[src/rtl/regfile_wb_scheduler_if.sv]
// regfile_wb_scheduler_if: writeback request, reservation, hazard and register file write port bundle
interface regfile_wb_scheduler_if #(
  parameter int N_REQ = 2,
  parameter int XLEN  = 32,
  parameter int AW    = 5
);
  logic [N_REQ-1:0]      req_valid;
  logic [N_REQ*AW-1:0]   req_rd;
  logic [N_REQ*XLEN-1:0] req_data;
  logic [N_REQ-1:0]      req_ready;
  logic                  rsv_valid;
  logic [AW-1:0]         rsv_rd;
  logic                  rsv_ready;
  logic [AW-1:0]         rs1;
  logic [AW-1:0]         rs2;
  logic                  rs1_busy;
  logic                  rs2_busy;
  logic [AW-1:0]         A3;
  logic [XLEN-1:0]       WD3;
  logic                  WE3;
  logic [31:0]           busy_mask;
  logic                  sb_err;
  modport master (
    output req_valid, req_rd, req_data, rsv_valid, rsv_rd, rs1, rs2,
    input  req_ready, rsv_ready, rs1_busy, rs2_busy, A3, WD3, WE3, busy_mask, sb_err
  );
  modport slave (
    input  req_valid, req_rd, req_data, rsv_valid, rsv_rd, rs1, rs2,
    output req_ready, rsv_ready, rs1_busy, rs2_busy, A3, WD3, WE3, busy_mask, sb_err
  );
endinterface

[src/rtl/regfile_wb_scheduler.sv]
// regfile_wb_scheduler: round-robin writeback arbiter driving a registered register file write port, plus destination scoreboard
module regfile_wb_scheduler #(
  parameter int N_REQ = 2,
  parameter int XLEN  = 32,
  parameter int AW    = 5
) (
  input logic clk,
  input logic rst,
  regfile_wb_scheduler_if.slave bus
);
  localparam int PW = (N_REQ > 1) ? $clog2(N_REQ) : 1;
  logic [PW-1:0]    rr, gsel, idx, rr_nxt;
  logic             found;
  logic [N_REQ-1:0] gnt;
  logic [AW-1:0]    wrd, a3;
  logic [XLEN-1:0]  wdat, wd3;
  logic [31:0]      busy, clr, set, busy_nxt;
  logic             rsv_ok, we3, sb_err, wr_nz;
  // first valid requester at or after rr wins; depends only on req_valid
  always_comb begin
    gnt   = '0;
    gsel  = '0;
    found = 1'b0;
    idx   = '0;
    for (int k = 0; k < N_REQ; k++) begin
      idx = PW'((32'(rr) + 32'(k)) % 32'(N_REQ));
      if (!found && bus.req_valid[idx]) begin
        found    = 1'b1;
        gsel     = idx;
        gnt[idx] = 1'b1;
      end
    end
  end
  assign wrd      = bus.req_rd[gsel*AW +: AW];
  assign wdat     = bus.req_data[gsel*XLEN +: XLEN];
  assign wr_nz    = found && (wrd != '0);
  assign rr_nxt   = (gsel == PW'(N_REQ - 1)) ? '0 : gsel + 1'b1;
  assign rsv_ok   = (bus.rsv_rd == '0) | ~busy[bus.rsv_rd];
  assign clr      = wr_nz ? (32'(1) << wrd) : '0;
  assign set      = (bus.rsv_valid && rsv_ok) ? (32'(1) << bus.rsv_rd) : '0;
  assign busy_nxt = ((busy & ~clr) | set) & ~32'(1);
  always_ff @(posedge clk or posedge rst) begin
    if (rst) begin
      rr     <= '0;
      a3     <= '0;
      wd3    <= '0;
      we3    <= 1'b0;
      busy   <= '0;
      sb_err <= 1'b0;
    end else begin
      we3  <= wr_nz;
      busy <= busy_nxt;
      if (found) begin
        a3  <= wrd;
        wd3 <= wdat;
        rr  <= rr_nxt;
      end
      if (wr_nz && !busy[wrd]) sb_err <= 1'b1;
    end
  end
  assign bus.req_ready = gnt;
  assign bus.rsv_ready = rsv_ok;
  assign bus.rs1_busy  = (bus.rs1 != '0) & busy[bus.rs1];
  assign bus.rs2_busy  = (bus.rs2 != '0) & busy[bus.rs2];
  assign bus.A3        = a3;
  assign bus.WD3       = wd3;
  assign bus.WE3       = we3;
  assign bus.busy_mask = busy;
  assign bus.sb_err    = sb_err;
endmodule
[src/flat_wrapper.sv]
// flat-port wrapper written by rule: the top's interface ports become plain ports
module regfile_wb_scheduler_flat 
#(
  parameter int N_REQ = 2,
  parameter int XLEN  = 32,
  parameter int AW    = 5
)
  (clk, rst, bus_req_valid, bus_req_rd, bus_req_data, bus_rsv_valid, bus_rsv_rd, bus_rs1, bus_rs2, bus_req_ready, bus_rsv_ready, bus_rs1_busy, bus_rs2_busy, bus_A3, bus_WD3, bus_WE3, bus_busy_mask, bus_sb_err);
  regfile_wb_scheduler_if #(.N_REQ(N_REQ), .XLEN(XLEN), .AW(AW)) bus_i ();
  input logic clk;
  input logic rst;
  input wire logic [$bits(bus_i.req_valid)-1:0] bus_req_valid;
  input wire logic [$bits(bus_i.req_rd)-1:0] bus_req_rd;
  input wire logic [$bits(bus_i.req_data)-1:0] bus_req_data;
  input wire logic [$bits(bus_i.rsv_valid)-1:0] bus_rsv_valid;
  input wire logic [$bits(bus_i.rsv_rd)-1:0] bus_rsv_rd;
  input wire logic [$bits(bus_i.rs1)-1:0] bus_rs1;
  input wire logic [$bits(bus_i.rs2)-1:0] bus_rs2;
  output wire logic [$bits(bus_i.req_ready)-1:0] bus_req_ready;
  output wire logic [$bits(bus_i.rsv_ready)-1:0] bus_rsv_ready;
  output wire logic [$bits(bus_i.rs1_busy)-1:0] bus_rs1_busy;
  output wire logic [$bits(bus_i.rs2_busy)-1:0] bus_rs2_busy;
  output wire logic [$bits(bus_i.A3)-1:0] bus_A3;
  output wire logic [$bits(bus_i.WD3)-1:0] bus_WD3;
  output wire logic [$bits(bus_i.WE3)-1:0] bus_WE3;
  output wire logic [$bits(bus_i.busy_mask)-1:0] bus_busy_mask;
  output wire logic [$bits(bus_i.sb_err)-1:0] bus_sb_err;
  assign bus_i.req_valid = bus_req_valid;
  assign bus_i.req_rd = bus_req_rd;
  assign bus_i.req_data = bus_req_data;
  assign bus_i.rsv_valid = bus_rsv_valid;
  assign bus_i.rsv_rd = bus_rsv_rd;
  assign bus_i.rs1 = bus_rs1;
  assign bus_i.rs2 = bus_rs2;
  assign bus_req_ready = bus_i.req_ready;
  assign bus_rsv_ready = bus_i.rsv_ready;
  assign bus_rs1_busy = bus_i.rs1_busy;
  assign bus_rs2_busy = bus_i.rs2_busy;
  assign bus_A3 = bus_i.A3;
  assign bus_WD3 = bus_i.WD3;
  assign bus_WE3 = bus_i.WE3;
  assign bus_busy_mask = bus_i.busy_mask;
  assign bus_sb_err = bus_i.sb_err;
  regfile_wb_scheduler #(.N_REQ(N_REQ), .XLEN(XLEN), .AW(AW)) u_core (.clk(clk), .rst(rst), .bus(bus_i));
endmodule
[config.mk]
export PLATFORM = sky130hd
export DESIGN_NAME = regfile_wb_scheduler_flat
export DESIGN_NICKNAME = d
export VERILOG_FILES = /design/src/rtl/regfile_wb_scheduler_if.sv /design/src/rtl/regfile_wb_scheduler.sv /design/src/flat_wrapper.sv
export SDC_FILE = /design/constraint.sdc
export NUM_CORES = 1
export LEC_CHECK = 0
export CORE_MARGIN = 8
export CORE_UTILIZATION = 41
export CTS_BUF_LIST = sky130_fd_sc_hd__clkbuf_2 sky130_fd_sc_hd__clkbuf_4 sky130_fd_sc_hd__clkbuf_8
export CTS_CLUSTER_DIAMETER = 100
export DETAILED_ROUTE_END_ITERATION = 10
export HOLD_SLACK_MARGIN = 0.08
export PLACE_DENSITY = 0.9
export SYNTH_ARGS = -nofsm -noshare
export SYNTH_HDL_FRONTEND = slang
export SYNTH_SLANG_ARGS = --single-unit
[constraint.sdc]
create_clock -name clk -period 3.4 [get_ports clk]
set_input_delay 0.85 -clock clk [delete_from_list [all_inputs] [get_ports clk]]
set_output_delay 0.85 -clock clk [all_outputs]
set_load 0.01 [all_outputs]
==> results <==
- The number of diodes added for antenna fixing is 0.
- The final count of hold timing violations is 0.
- STA classifies the critical path endpoint as an output port.
- Setup repair after global routing left no endpoint under its margin.
- The total power draw is 3.43 mW.
- The maximum clock skew at final layout is 0.00858 ns.
- The fraction of the yosys area taken by sequential cells is 41.5%.
- After detailed routing, the number of remaining DRC violations is 0.
- The footprint of the flip-flops and latches is 1780 um2.
- The number of nets in the synthesized netlist is 536.
- The number of inserted filler cells in the final layout is 783.
- The number of flip-flops and latches in the synthesized netlist is 71.
- The aggregate routed wire length is 17000 um.
- STA puts the critical path data arrival time at 2.50 ns.
- STA puts the critical path data required time at 2.55 ns.
- The number of enable flip-flop cells after synthesis is 0.
- Power spread over the standard cell area amounts to 524 nW/um2.
- At the pin with the least slew margin, the transition time is 0.512 ns.
- The starting density of the core is 41.8%.
- After floorplanning, the core was divided into 37 placement rows.
- The number of global-route vias before repair came to 4875.
- By startpoint and endpoint, the worst setup path is classified as in2out.
- The H-tree depth is 3.
- The count of input and output buffers is 168.
- The headroom to the max-slew limit is 65.8%.
- The half-perimeter wire length of the detailed placement result is 12900 um.
- In the synthesized netlist the dominant register cell turns out to be dfrtp_1.
- The leakage power is 2.61 nW.
- In the final layout, the share of cells above drive strength 1 is 17.4%.
- The number of DRC markers after the initial detailed-route iteration is 462.
- Static timing analysis puts the maximum clock frequency at 299 MHz.
- The first global-routing pass estimated 26800 um of wire.
- The total negative slack is 0 ns.
- The worst path needs 3.35 ns of the cycle, external delays included.
- The weighted congestion at the end of routability-driven global placement is 1.05.
- The first TritonRoute pass finished after 5 iterations.
- The remaining antenna violation count is 0.
- The source-to-sink clock delay at the later pin of the worst-skew pair is 0.35 ns.
- The number of instances in the synthesized netlist is 442.
- The clock root buffer is clkbuf_8.
- The number of distinct library cells after synthesis is 54.
- After clock tree synthesis, the flow added hold-fix buffers numbering 0.
- The count of synthesis-stage warnings from yosys is 0.
- The total via count in the routed design is 4673.
- Counting flops with an async set or reset pin after synthesis yields a share of 100%.
- CTS saw 71 sinks.
- Measured along the x axis, the die boundary spans 118 um.
- Across the VDD grid, the largest voltage drop is 0.228 mV.
- The total global routing overflow is 0.
- The final critical-path share of the clock period is 98.4%.
- The via density per instance is 6.05.
- Across the run, the number of max-cap violations was 0.
- The core region is 10200 um2.
- In the final layout, the multi-input gates occupy 2360 um2.
- The area of the mapped netlist is 4280 um2.
- The count of pins on the block boundary is 170.
- The layout net count is 727.
- TritonCTS built the clock tree.
- The startpoint type of the worst setup path is an input pin.
- Setup violations remaining at the end of the flow were counted as 0.
- The worst hold path belongs to the class reg2reg.
- The clock slew seen by the registers of the worst setup and hold paths is 0.07 ns.
- The total clock buffers created by CTS is 9.
- The highest net fanout along the worst path is 8.
- Hold is met by 0.528 ns.
- The die covers 14000 um2.
- Counting along the longest clock path gives a buffer depth of 2.
- The run finished with clean final reports.
- The initial antenna violation count is 0.
- The mean area per synthesized cell is 9.68 um2.
- The overall global routing resource usage is 24.2%.
- The maximum number of pins on one net before global-route repair is 37.
- The area growth from synthesis to final layout is 53.0%.
- The die is 118 um tall.
- In the final routed layout, each cell accounts on average for 22.0 um.
- The final count of pins violating max slew is 0.
## cell usage after synthesis, types with 3 or more instances
master    instances  area, um2
nand4_1           5       31.3
dfrtp_1          71       1780
buf_1             7       26.3
clkbuf_1         15       56.3
mux2i_1          10        100
nand2b_1         11       68.8
mux2i_2           4       55.1
mux4_2           25        563
inv_1             7       26.3
a21oi_1          12       60.1
nand3_1           4       20.0
o21ai_1          35        175
a211oi_1          3       22.5
nand2_1          31        116
o21ai_0          37        185
mux2_2            8       90.1
o22ai_1          31        194
nor2_1           78        293
## flip-flops by register name, summed over array words and instances, names as in the netlist
name                  flops
u_core.bus.sb_err         1
u_core.bus.busy_mask     31
u_core.rr                 1
u_core.bus.WE3            1
u_core.bus.WD3           32
u_core.bus.A3             5
## kinds of logic (layout without fill, tap and decap cells)
| logic type | Yosys count | in the layout | share of synthesized area (%) |
|---|---|---|---|
| simple gates | 145 | 145 | 15.3 |
| other cells | 1 | 1 | 0.0877 |
| buf+inv | 36 | 231 | 3.98 |
| mux | 51 | 51 | 20.1 |
| compound gates | 138 | 138 | 19.0 |
| flops | 71 | 71 | 41.5 |
## metrics by stage
stage / instances / utilization, % / area, um2 / setup WS (ns)
2_1_floorplan: 442 / - / 4280 / 0.0262
3_3_place_gp: 756 / 61.6 / 6300 / -0.662
3_5_place_dp: 756 / 61.6 / 6300 / -0.720
4_1_cts: 775 / 64.5 / 6600 / 0.000298
5_1_grt: 773 / 64.0 / 6540 / 0.00112
6_report: 773 / 64.0 / 6540 / 0.0529
## final timing paths
check,startpoint,end,slack [ns],cells past startpoint
hold reg to reg,u_core.bus.A3[1],u_core.bus.A3[1],0.53,1
max in group asynchronous,rst,u_core.bus.WE3,2.14,3
hold / removal,u_core.bus.A3[1],u_core.bus.A3[1],0.53,1
setup / recovery,bus_rs1[1],bus_rs1_busy,0.05,5
min in group asynchronous,rst,u_core.bus.WD3[12],0.93,3
setup reg to reg,u_core.rr,u_core.bus.sb_err,0.99,8
## per-layer routing
layer,wire length [um],vias up,part of all wire (%),global-route usage [%]
li1,-,2022,-,-
met3,1980,73,12,7.28
met1,6180,2201,36,27.8
met5,0,-,0,0
met4,721,0,4.2,11.8
met2,8130,377,48,40.4
## timing repair
action	4_1_cts	5_1_grt
pin swaps	2	0
endpoints found under the setup margin	3	4
setup buffers	2	0
gates cloned	2	0
resized for setup	38	4
## area by class of cell
cell class                 count  share of cell area (%)
clock buffer                  12                    2.43
tap                          136                    2.60
multi-input combinational    335                    36.1
timing repair buffer         208                    30.6
sequential                    71                    27.2
clock inverter                 3                   0.650
inverter                       8                   0.459
## power breakdown
group          internal, mW  switching (mW)
Combinational         0.811           0.587
Clock                 0.382           0.306
Sequential             1.02           0.328
## cells in the final DEF, fill, tap and decap left out, types with 25 or more instances in the layout
| master | count |
|---|---|
| clkdlybuf4s50_1 | 159 |
| nor2_1 | 78 |
| dfrtp_1 | 71 |
| buf_4 | 38 |
| o21ai_1 | 35 |
| o21ai_0 | 35 |
| o22ai_1 | 31 |
| nand2_1 | 29 |
| mux4_2 | 25 |
## critical path, stage by stage
cell and delay, ns:
dlygate4sd2_1 0.40, mux4_2 0.36, mux4_2 0.47, mux2_4 0.29
buf_6 0.12
Note: power is estimated with default switching activity, not from simulation.
